File: src/rtl/counter_cmd_ctrl.sv
// counter_cmd_ctrl: turns four raw push buttons into clean single-cycle
// commands (syn_clr, load, en) plus a direction level (up) for bin_counter.
// Each button is synchronized and debounced. The count buttons auto-repeat
// while held alone.
// Optional feature macro: SATURATE_EN. When it is defined, a step toward an
// end point that the counter has already reached is suppressed.
module counter_cmd_ctrl #(
  parameter int N          = 3,
  parameter int DB_TICKS   = 1000000,
  parameter int RPT_DELAY  = 25000000,
  parameter int RPT_PERIOD = 5000000
) (
  input  logic         clk,
  input  logic         rst_n,
  input  logic         btn_up_i,
  input  logic         btn_dn_i,
  input  logic         btn_clr_i,
  input  logic         btn_load_i,
  input  logic [N-1:0] sw_d,
  input  logic         max_tick,
  input  logic         min_tick,
  output logic         syn_clr,
  output logic         load,
  output logic [N-1:0] d,
  output logic         en,
  output logic         up
);

  localparam int DB_W     = $clog2(DB_TICKS + 1);
  localparam int HOLD_MAX = (RPT_DELAY > RPT_PERIOD) ? RPT_DELAY : RPT_PERIOD;
  localparam int HOLD_W   = $clog2(HOLD_MAX + 1);

  // Bit positions of the buttons in the internal vectors.
  localparam int B_CLR  = 0;
  localparam int B_LOAD = 1;
  localparam int B_UP   = 2;
  localparam int B_DN   = 3;

  typedef enum logic [1:0] {REL, WAIT_PRS, PRS, WAIT_REL} db_state_t;

  logic [3:0] w_raw;
  logic [3:0] r_sync1;
  logic [3:0] r_sync2;
  logic [3:0] w_press;   // one-cycle debounced press events
  logic [3:0] w_level;   // debounced button levels

  assign w_raw = {btn_dn_i, btn_up_i, btn_load_i, btn_clr_i};

  // Two-stage synchronizer for all raw buttons.
  // NOTE: sequential state always uses <= so every stage samples the pre-edge value.
  always_ff @(posedge clk) begin
    if (!rst_n) begin
      r_sync1 <= '0;
      r_sync2 <= '0;
    end else begin
      r_sync1 <= w_raw;
      r_sync2 <= r_sync1;
    end
  end

  for (genvar g = 0; g < 4; g++) begin : g_db
    db_state_t       r_state;
    db_state_t       w_state_nxt;
    logic [DB_W-1:0] r_cnt;
    logic [DB_W-1:0] w_cnt_nxt;
    logic            r_press;
    logic            w_press_nxt;

    // Debounce next-state: a level change is accepted after DB_TICKS stable cycles.
    // NOTE: every always_comb output gets a default first so no latch is inferred.
    always_comb begin
      w_state_nxt = r_state;
      w_cnt_nxt   = r_cnt;
      w_press_nxt = 1'b0;
      case (r_state)
        REL: begin
          if (r_sync2[g]) begin
            w_state_nxt = WAIT_PRS;
            w_cnt_nxt   = DB_W'(1);
          end
        end
        WAIT_PRS: begin
          if (!r_sync2[g]) begin
            w_state_nxt = REL;
            w_cnt_nxt   = '0;
          end else if (r_cnt == DB_W'(DB_TICKS - 1)) begin
            w_state_nxt = PRS;
            w_cnt_nxt   = '0;
            w_press_nxt = 1'b1;
          end else begin
            w_cnt_nxt = r_cnt + DB_W'(1);
          end
        end
        PRS: begin
          if (!r_sync2[g]) begin
            w_state_nxt = WAIT_REL;
            w_cnt_nxt   = DB_W'(1);
          end
        end
        WAIT_REL: begin
          if (r_sync2[g]) begin
            w_state_nxt = PRS;
            w_cnt_nxt   = '0;
          end else if (r_cnt == DB_W'(DB_TICKS - 1)) begin
            w_state_nxt = REL;
            w_cnt_nxt   = '0;
          end else begin
            w_cnt_nxt = r_cnt + DB_W'(1);
          end
        end
        default: begin
          w_state_nxt = REL;
          w_cnt_nxt   = '0;
        end
      endcase
    end

    // Debounce state register; the press event is registered with the state.
    always_ff @(posedge clk) begin
      if (!rst_n) begin
        r_state <= REL;
        r_cnt   <= '0;
        r_press <= 1'b0;
      end else begin
        r_state <= w_state_nxt;
        r_cnt   <= w_cnt_nxt;
        r_press <= w_press_nxt;
      end
    end

    assign w_press[g] = r_press;
    assign w_level[g] = (r_state == PRS) || (r_state == WAIT_REL);
  end

  // Auto-repeat: armed only by a press of one count button while the other is released.
  logic              r_rpt_act;
  logic              r_rpt_phase;   // 0: waiting RPT_DELAY, 1: repeating every RPT_PERIOD
  logic [HOLD_W-1:0] r_hold;
  logic              w_one_held;
  logic              w_rpt_arm;
  logic              w_rpt_tick;

  assign w_one_held = w_level[B_UP] ^ w_level[B_DN];
  assign w_rpt_arm  = (w_press[B_UP] && !w_level[B_DN]) ||
                      (w_press[B_DN] && !w_level[B_UP]);
  assign w_rpt_tick = r_rpt_act && w_one_held &&
                      (r_rpt_phase ? (r_hold == HOLD_W'(RPT_PERIOD))
                                   : (r_hold == HOLD_W'(RPT_DELAY)));

  // Hold timer: counts cycles since the press event, then since the last repeat.
  always_ff @(posedge clk) begin
    if (!rst_n) begin
      r_rpt_act   <= 1'b0;
      r_rpt_phase <= 1'b0;
      r_hold      <= '0;
    end else if (w_rpt_arm) begin
      r_rpt_act   <= 1'b1;
      r_rpt_phase <= 1'b0;
      r_hold      <= HOLD_W'(1);
    end else if (!w_one_held) begin
      r_rpt_act   <= 1'b0;
      r_rpt_phase <= 1'b0;
      r_hold      <= '0;
    end else if (w_rpt_tick) begin
      r_rpt_phase <= 1'b1;
      r_hold      <= HOLD_W'(1);
    end else if (r_rpt_act) begin
      r_hold <= r_hold + HOLD_W'(1);
    end
  end

  logic w_clr_nxt;
  logic w_load_nxt;
  logic w_step;
  logic w_up_nxt;
  logic w_en_nxt;

  // Command arbitration: clr beats load beats count; lower events are dropped.
  always_comb begin
    w_clr_nxt  = w_press[B_CLR];
    w_load_nxt = !w_press[B_CLR] && w_press[B_LOAD];
    w_step     = 1'b0;
    w_up_nxt   = up;
    if (!w_press[B_CLR] && !w_press[B_LOAD]) begin
      if (w_press[B_UP] && !w_press[B_DN]) begin
        w_up_nxt = 1'b1;
        w_step   = 1'b1;
      end else if (w_press[B_DN] && !w_press[B_UP]) begin
        w_up_nxt = 1'b0;
        w_step   = 1'b1;
      end else if (w_rpt_tick) begin
        w_step = 1'b1;
      end
    end
    w_en_nxt = w_step;
`ifdef SATURATE_EN
    if (w_up_nxt ? max_tick : min_tick) begin
      w_en_nxt = 1'b0;
    end
`endif
  end

`ifndef SATURATE_EN
  // End-point flags only matter when saturation is built in.
  logic w_unused_ticks;
  assign w_unused_ticks = max_tick ^ min_tick;
`endif

  // Registered command outputs; d keeps the last loaded value.
  always_ff @(posedge clk) begin
    if (!rst_n) begin
      syn_clr <= 1'b0;
      load    <= 1'b0;
      en      <= 1'b0;
      up      <= 1'b1;
      d       <= '0;
    end else begin
      syn_clr <= w_clr_nxt;
      load    <= w_load_nxt;
      en      <= w_en_nxt;
      up      <= w_up_nxt;
      if (w_load_nxt) begin
        d <= sw_d;
      end
    end
  end

endmodule

File: config.mk
export PLATFORM = sky130hd
export DESIGN_NAME = counter_cmd_ctrl
export DESIGN_NICKNAME = d
export VERILOG_FILES = /design/src/rtl/counter_cmd_ctrl.sv
export SDC_FILE = /design/constraint.sdc
export NUM_CORES = 1
export LEC_CHECK = 0
export BUFFER_PORTS_ARGS = -buffer_cell sky130_fd_sc_hd__buf_2
export CELL_PAD_IN_SITES_DETAIL_PLACEMENT = 1
export CELL_PAD_IN_SITES_GLOBAL_PLACEMENT = 2
export CORE_MARGIN = 2
export CORE_UTILIZATION = 39
export CTS_CLUSTER_SIZE = 16
export DETAILED_ROUTE_END_ITERATION = 12
export PLACE_DENSITY_LB_ADDON = 0.12
export SETUP_SLACK_MARGIN = 0.5
export SLEW_MARGIN = 20
export SYNTH_ARGS = -nofsm -noshare
export SYNTH_HDL_FRONTEND = slang
export SYNTH_SLANG_ARGS = --single-unit
File: constraint.sdc
create_clock -name clk -period 2.85 [get_ports clk]
set_input_delay 0 -clock clk [delete_from_list [all_inputs] [get_ports clk]]
set_output_delay 0 -clock clk [all_outputs]
set_load 0.01 [all_outputs]
=== After elaboration in Yosys (flattened, before gate mapping) ===
Index checks and enable logic that the tools add are counted.

* Register bits: 134
* Word-level logic and storage cells: 173

* $add $sub $neg: 5
* Equal/unequal tests: 36
* Muxes and demuxes: 68
* Bitwise gates (word level): 3
* Reductions and logical operators: 38

{| class="wikitable"
|+ Operator list
! kind !! number
|-
| 2-to-1 mux 20 bit || 20
|-
| case mux 20 bit (4 select lines) || 4
|-
| adder 20 x 1 -> 20 bit, second input constant || 4
|-
| equality test 20 bit, second input constant || 4
|-
| 2-to-1 mux 2 bit || 24
|-
| case mux 2 bit (4 select lines) || 4
|-
| adder 25 x 1 -> 25 bit, second input constant || 1
|-
| equality test 25 x 23 -> 1 bit, second input constant || 1
|-
| equality test 25 bit, second input constant || 1
|-
| inequality test 3 bit, second input constant || 8
|-
| equality test 2 bit, second input constant || 8
|-
| 2-to-1 mux 1 bit || 16
|-
| inequality test 2 bit, second input constant || 8
|-
| AND reduction 4 bit || 4
|-
| AND reduction 2 bit || 6
|-
| AND reduction 3 bit || 4
|-
| equality test 2 x 1 -> 1 bit, second input constant || 4
|-
| logical AND 1 bit || 8
|-
| zero test 2 bit || 4
|-
| zero test 1 bit || 6
|-
| inequality test 4 x 2 -> 1 bit, second input constant || 1
|-
| OR reduction 4 bit || 1
|-
| logical OR 1 bit || 3
|-
| OR reduction 3 bit || 1
|-
| 4 further kinds || 5
|}

=== Logic depth before layout (Yosys ltp) ===
Gate-level depths: netlist of run 1.

* Depth after elaboration: 8
* Gate-level depth with buffers: 9

=== Worst setup path after synthesis of run 1 ===
No wires, ideal clock.

* Path kind: register to register
* Start point: reg g_db[3].r_cnt[0]
* End point: reg g_db[3].r_cnt[19]
* Arrival time: 1.927 ns
* Data required time: 2.788 ns
* Path slack: 0.860 ns
* Stages on the path, launching flop included: 7
* Buffers on the path: 0
* Period minus slack after synthesis: 1.990 ns
* Cells stage by stage: dfxtp_1 > ha_1 > and4_1 > and4_1 > a211o_2 > or4_1 > nand3_1

* Longest elaborated chain between the ends: 4
* Elaborated cells between the ends (all ways): 6

{| class="wikitable"
|+ RTL lines
! element !! line !! text
|-
| start, declared || 64 || <nowiki>logic [DB_W-1:0] r_cnt;</nowiki>
|-
| start signal, assigned || 126 || <nowiki>r_cnt <= w_cnt_nxt;</nowiki>
|-
| adder 20 x 1 -> 20 bit or equality test 20 bit (tied branches) || -- ||
|-
| 2-to-1 mux 20 bit * || 86, 104 ||
|-
| 2-to-1 mux 20 bit (on tied branches) || 101, 83 ||
|-
| case mux 20 bit (4 select lines) * || 75 || <nowiki>case (r_state)</nowiki>
|}

Every way passes the cells marked *; elsewhere a longest branch is shown, timed or not.
A chain may end at the register's enable or synchronous reset.

=== Final worst setup path of run 1 ===
Same ends and word-level chain as after synthesis.

==> run summary, run 1 <==
Commonest non-fill, non-tap cell in the layout: dfxtp_1
Die X: 133 um
Global-route wire length before repair: 27,200 um
Port bufs: 15
Tmin final: 2.24 ns
Clock Power Share: 49.8%
Crit Path Max Fanout: 10
Final critical-path share of the clock period: 78.5%
Crit path kind: flop to flop
Yosys warns: 0
DP HPWL: 11,000 um
Sequential area share after synthesis: 41.2%
Mean routed wirelength per cell: 15.5 um
Pwr per Cell Area: 536 nW/um2
Vias in the first global route: 5,592
WL final: 15,800 um
Via count: 5,590
Number of vias per cell: 5.48
Worst setup EP type: flop
Antenna diode count: 0
CTS sink cnt: 134
Worst setup margin: 0.612 ns
Most frequent cells in the layout: dfxtp_1, nor2_1, nand2_1
Max Buffers Root-to-Sink: 2
Switch Pwr: 0.000851 W
Worst hold margin: 0.0225 ns
Fraction of layout instances using a drive strength above 1: 10.0%
# IOs: 18
Starting DRC count in detailed routing: 261
Total track usage: 18.5%
Skew final: 0.00730 ns
Clock Latency Late Sink: 0.42 ns
RSZ-0062 raised after global routing: false
Worst Hold Class: input pin to flop
Row count: 47
Pint: 0.00314 W
Highest clock rate: 447 MHz
Area grow syn2layout: 14.4%
Setup Viol. Count Final: 0
Net Sw Frac: 21.3%
H-tree levels: 4
GP Congestion: 0.766
CTS Buf Count: 17
Ys flop type: dfxtp_1
Synth Net Count: 780
Initial antenna violation count: 1
# nets final: 810
Post-route ant nets: 0
Async SR Flop Fraction: 0%
Final core utilization: 45.3%
Status: complete, no violations
Cell Area, Synth: 6510 um2
CP required: 3.20 ns
GR Overflow Total: 0
CP arrival: 2.59 ns
Tot Pwr: 0.00399 W
CTS clk-pin slew, worst paths: 0.05 ns
Largest net degree at the start of global routing: 32
Slew headroom: 23.5%
Final Hold Fails: 0
Number of synthesized flops with an enable pin: 0
Drc violations: 0
Maxcap violations: 0
Final Max Slew Viols: 0
TritonRoute pass-1 iters: 4
Startpoint types: flop
Logic gate share of total power: 2.6%
Clk root buf: clkbuf_16
Place WS: 0.507 ns
Total negative setup slack: 0 ns
Distinct cell type count after synthesis: 71
Seq cells post-synth: 134
Worst ir drop on vdd: 0.000414 V
Core area: 16,500 um2
Mean Syn Cell Area: 8.56 um2
Worst slew pin tran: 1.14 ns
Initial core utilization: 39.6%
Chip Height: 133 um
Leak: 2.54 nW
Part of the power in registers: 47.6%
Mapped Cells: 761
CTS tree: yes
Die area: 17,800 um2
[worst paths after layout]
path                                        from           endpoint  slack [ns]  cells past startpoint
worst min register to register        r_sync1[0]         r_sync2[0]        0.43                      1
worst min-delay path                       rst_n               flop        0.02                      3
worst max-delay path            g_db[3].r_cnt[0]  g_db[3].r_cnt[19]        0.61                      6
worst max register to register  g_db[3].r_cnt[0]  g_db[3].r_cnt[19]        0.61                      6
[cells in the mapped netlist, types with 4 or more instances]
| library cell | instances | share of area, % |
|---|---|---|
| or2_2 | 4 | 0.38 |
| clkbuf_1 | 10 | 0.58 |
| ha_1 | 8 | 1.5 |
| a21oi_2 | 4 | 0.54 |
| a31oi_1 | 29 | 2.8 |
| xor2_1 | 21 | 2.8 |
| xnor2_1 | 31 | 4.2 |
| mux2i_1 | 16 | 2.5 |
| inv_1 | 15 | 0.86 |
| nor4b_1 | 5 | 0.67 |
| nand2b_1 | 7 | 0.67 |
| dfxtp_1 | 134 | 41 |
| a22o_1 | 4 | 0.54 |
| nor2_1 | 85 | 4.9 |
| a21oi_1 | 40 | 3.1 |
| o21ai_0 | 25 | 1.9 |
| a22oi_1 | 4 | 0.46 |
| nand2_1 | 77 | 4.4 |
| a21o_1 | 5 | 0.58 |
| and3_1 | 15 | 1.4 |
| and4_1 | 13 | 1.7 |
| nor3_1 | 27 | 2.1 |
| buf_4 | 8 | 0.92 |
| nand4_1 | 19 | 1.8 |
| nor4_1 | 14 | 1.3 |
| nand3_1 | 44 | 3.4 |
| and2_1 | 20 | 1.9 |
| nor2b_1 | 4 | 0.38 |
[metal layers]
layer  part of all wire, %  global-route usage (%)
met5                 0.082                       0
met2                    46                    30.4
met1                    49                    24.4
met3                   2.8                    4.34
met4                   1.2                    5.26
[worst max-delay path, cell delays in order (launching register included)]
cell	delay, ns
dfxtp_1	0.34
ha_1	0.27
and4_1	0.25
and4_1	0.25
a211o_2	0.42
or4_1	0.54
nand3_1	0.10
[final cells by class]
cell class | count | area, um2
Fill cell | 1953 | 9010
Multi-Input combinational cell | 587 | 3660
Sequential cell | 134 | 2680
Clock buffer | 22 | 464
Tap cell | 220 | 275
Timing Repair Buffer | 36 | 263
Inverter | 15 | 56.3
Clock inverter | 6 | 55.1
[power groups by stage]
stage | Clock, W | Sequential [W] | Combinational (W)
after floorplan | 0 | 0.00194 | 0.0000656
after global placement | 0 | 0.00194 | 0.0000935
after detailed placement | 0 | 0.00194 | 0.0000964
after CTS | 0.00204 | 0.00190 | 0.000106
after global routing | 0.00213 | 0.00190 | 0.000115
final | 0.00199 | 0.00190 | 0.000103
[state kept, by name (all words and copies together) (netlist names), named ones only]
register and cells:
en 1, load 1, r_rpt_phase 1, up 1, g_db.r_state 4, d 3
g_db.r_cnt 80, r_rpt_act 1, r_sync1 4, r_sync2 4, g_db.r_press 4, syn_clr 1
r_hold 25
[what timing repair did]
item,4_1_cts,5_1_grt
setup endpoints to repair,5,5
buffers inserted,5,0
hold buffers,7,0
resized for setup,1,1
hold endpoints to repair,7,0
pin swaps,1,0
[per-stage QoR]
| step | area, um2 | cells |
|---|---|---|
| floorplan | 6520 | 761 |
| global placement | 6790 | 980 |
| detailed placement | 6800 | 980 |
| CTS | 7440 | 1020 |
| global route | 7450 | 1020 |
| finish | 7450 | 1020 |
[logic make-up after synthesis]
kind of cell | after synthesis | share of synthesized area, %
DFF | 134 | 41.2
muxes | 16 | 2.46
adders and majority gates | 8 | 1.54
AOI/OAI and AO/OA | 143 | 14.4
buffers and inverters | 40 | 3.07
xor gates and xnor gates | 53 | 7.24
and+or+nand+nor | 367 | 30.1
No activity file was read; power rests on OpenSTA's default activity.
==> run 2: changes to the inputs <==
CORE_UTILIZATION = 35   (was 39)
clock period = 1.8 ns   (was 2.85 ns; I/O delays follow)
==> run 2 against run 1 <==
Via count is 14% higher; critical endpoint is now g_db[3].r_cnt[13]; register-to-register slack worse by 0.67 ns; largest power group unchanged; the run now ends with negative setup slack left; highest routed layer is now met4; sequential share of layout area shrank 8.5 points; critical path depth rose by 1; combinational power grew to 2.5 times the previous value; sequential cell count is the same; die area increased by 11%; sequential power rose by 58%.
==> run summary, run 2 (synthesis results as in run 1) <==
Top flop regs: g_db.r_cnt (80), r_hold (25) (unchanged)
Mean routed wirelength per cell: 18.2 um (was 15.5 um)
Leak: 3.55 nW (was 2.54 nW)
Initial antenna violation count: 0 (was 1)
Maxcap violations: 0 (unchanged)
CP max-delay cell: or4b_4 (was or4_1)
Max FFs per register: 80 (unchanged)
CP required: 2.12 ns (was 3.20 ns)
Clock Latency Late Sink: 0.43 ns (was 0.42 ns)
Most frequent cells in the layout: buf_4, dfxtp_1, nand2_1 (was dfxtp_1, nor2_1, nand2_1)
Largest net degree at the start of global routing: 29 (was 32)
DR top layer: met4 (was met5)
Skew final: 0.0135 ns (was 0.00730 ns)
RR Endpoint: g_db[3].r_cnt[13] (was g_db[3].r_cnt[19])
R2r setup slk: -0.06 ns (was 0.61 ns)
Worst ir drop on vdd: 0.000622 V (was 0.000414 V)
Via count: 6,359 (was 5,590)
Drc violations: 0 (unchanged)
Critical path cell sequence: or4b_4, nor4_4, buf_4, a211o_4, buf_6, nor3_2, a21o_1 (was ha_1, and4_1, and4_1, a211o_2, or4_1, nand3_1)
Multi-input gate area: 4670 um2 (was 3660 um2)
Startpoint types: flop (unchanged)
Worst hold margin: 0.0489 ns (was 0.0225 ns)
# nets final: 946 (was 810)
Failing checks: negative setup slack
Cell family with most CP delay: simple AND/OR/NAND/NOR gates (unchanged)
DR WL met3: 515 um (was 442 um)
Starting DRC count in detailed routing: 221 (was 261)
FF-to-FF Start: g_db[3].r_cnt[7] (was g_db[3].r_cnt[0])
RSZ-0062 raised after global routing: true (was false)
H-tree levels: 4 (unchanged)
Largest Register: g_db.r_cnt (unchanged)
Worst slew pin tran: 0.982 ns (was 1.14 ns)
GP Congestion: 0.799 (was 0.766)
Crit Path Max Fanout: 6 (was 10)
Row count: 49 (was 47)
TritonRoute pass-1 iters: 5 (was 4)
Critical Path Stages: 7 (was 6)
Initial core utilization: 36.0% (was 39.6%)
Final Hold Fails: 0 (unchanged)
Hold path cells: 3 (unchanged)
Pwr per Cell Area: 698 nW/um2 (was 536 nW/um2)
Max Buffers Root-to-Sink: 2 (unchanged)
Met2 wire len: 11,500 um (was 7360 um)
Tmin final: 1.86 ns (was 2.24 ns)
Final critical-path share of the clock period: 103% (was 78.5%)
Vias in the first global route: 6,938 (was 5,592)
Antenna diode count: 0 (unchanged)
# IOs: 18 (unchanged)
Hold path endpoint: up
Chip Height: 140 um (was 133 um)
Port bufs: 15 (unchanged)
Die X: 140 um (was 133 um)
Crit path kind: flop to flop (unchanged)
Die area: 19,700 um2 (was 17,800 um2)
Area grow syn2layout: 53.0% (was 14.4%)
Clk root buf: clkbuf_16 (unchanged)
Filler cells: 2,001 (was 1,953)
CTS clk-pin slew, worst paths: 0.06 ns (was 0.05 ns)
Worst setup EP type: flop (unchanged)
Total track usage: 22.1% (was 18.5%)
Commonest non-fill, non-tap cell in the layout: buf_4 (was dfxtp_1)
Min-delay src: rst_n (unchanged)
Number of vias per cell: 5.44 (was 5.48)
Slew headroom: 34.2% (was 23.5%)
Highest clock rate: 538 MHz (was 447 MHz)
DP HPWL: 13,000 um (was 11,000 um)
Storage cell area: 2740 um2 (was 2680 um2)
GR Overflow Total: 0 (unchanged)
Global-route wire length before repair: 35,100 um (was 27,200 um)
Final core utilization: 55.1% (was 45.3%)
Final Max Slew Viols: 0 (unchanged)
Slowest stage delay, CP: 0.55 ns (was 0.54 ns)
CTS Buf Count: 17 (unchanged)
Core area: 18,100 um2 (was 16,500 um2)
Buffers & Inverters on Critical Path: 2 (was 0)
CTS sink cnt: 134 (unchanged)
Setup Viol. Count Final: 24 (was 0)
Post-route ant nets: 0 (unchanged)
Fraction of layout instances using a drive strength above 1: 43.6% (was 10.0%)
Met1 WL: 8850 um (was 7840 um)
Status: finished with violations (was complete, no violations)
Worst setup margin: -0.0573 ns (was 0.612 ns)
Worst Hold Class: input pin to flop (unchanged)
WL final: 21,300 um (was 15,800 um)
R2R depth: 7 (was 6)
CP arrival: 2.18 ns (was 2.59 ns)
CTS tree: yes (unchanged)
## run 2: cell count changes in the layout (fill, tap and decap cells not counted), sizes merged
cell,delta
clkinvlp,+2
clkbuf,+1
buf,+135
bufinv,+3
clkinv,-2
## run 2: metrics by stage
step           worst slack (ns)  TNS [ns]  power, W  instances  area (um2)
6_report                -0.0573    -0.683   0.00696       1168        9970
3_5_place_dp             -0.189     -2.14   0.00327       1083        7780
5_1_grt                  -0.119     -4.38   0.00721       1168        9970
2_1_floorplan           -0.0417   -0.0420   0.00318        761        6760
4_1_cts                 -0.0406    -0.165   0.00700       1157        9530
3_3_place_gp            -0.0551    -0.122   0.00326       1083        7770
## run 2: tightest hold or removal path: stages
cell and delay (ns):
buf_2 0.12, buf_4 0.23, nand2_1 0.09
## run 2: final cells by class
class | count | share of cell area, %
Tap cell | 229 | 2.87
Inverter | 15 | 0.565
Clock inverter | 9 | 1.51
Timing Repair Buffer | 172 | 16.0
Clock buffer | 22 | 4.66
Multi-Input combinational cell | 587 | 46.8
Sequential cell | 134 | 27.5
## run 2: metal layers
metal  vias to the layer above  GRT usage (%)
li1                       3081              -
met1                      3168           24.8
met2                        77           41.4
met3                        33           4.65
met4                         0           7.07
met5                         -              0
## run 2: timing repair
action / in CTS / in global routing
hold buffers: 7 / 0
buffers inserted: 29 / 9
resized for setup: 169 / 84
gates cloned: 7 / 2
pin swaps: 65 / 37
endpoints found under the setup margin: 123 / 120
endpoints found under the hold margin: 7 / 0
## run 2: worst max path at each step
stage | from | endpoint
after floorplan | g_db[3].r_cnt[0] | g_db[3].r_cnt[19]
after global placement | g_db[2].r_cnt[0] | g_db[2].r_cnt[16]
after detailed placement | g_db[2].r_cnt[0] | g_db[2].r_cnt[16]
after CTS | g_db[3].r_cnt[7] | g_db[3].r_cnt[13]
after global routing | r_hold[13] | r_hold[23]
final | g_db[3].r_cnt[7] | g_db[3].r_cnt[13]
## run 2: where the power goes
| part | total, W | internal, W | switching [W] |
|---|---|---|---|
| logic | 0.000259 | 0.000111 | 0.000148 |
| registers | 0.00300 | 0.00298 | 0.0000205 |
| clock network | 0.00370 | 0.00237 | 0.00132 |
| total | 0.00696 | 0.00547 | 0.00149 |
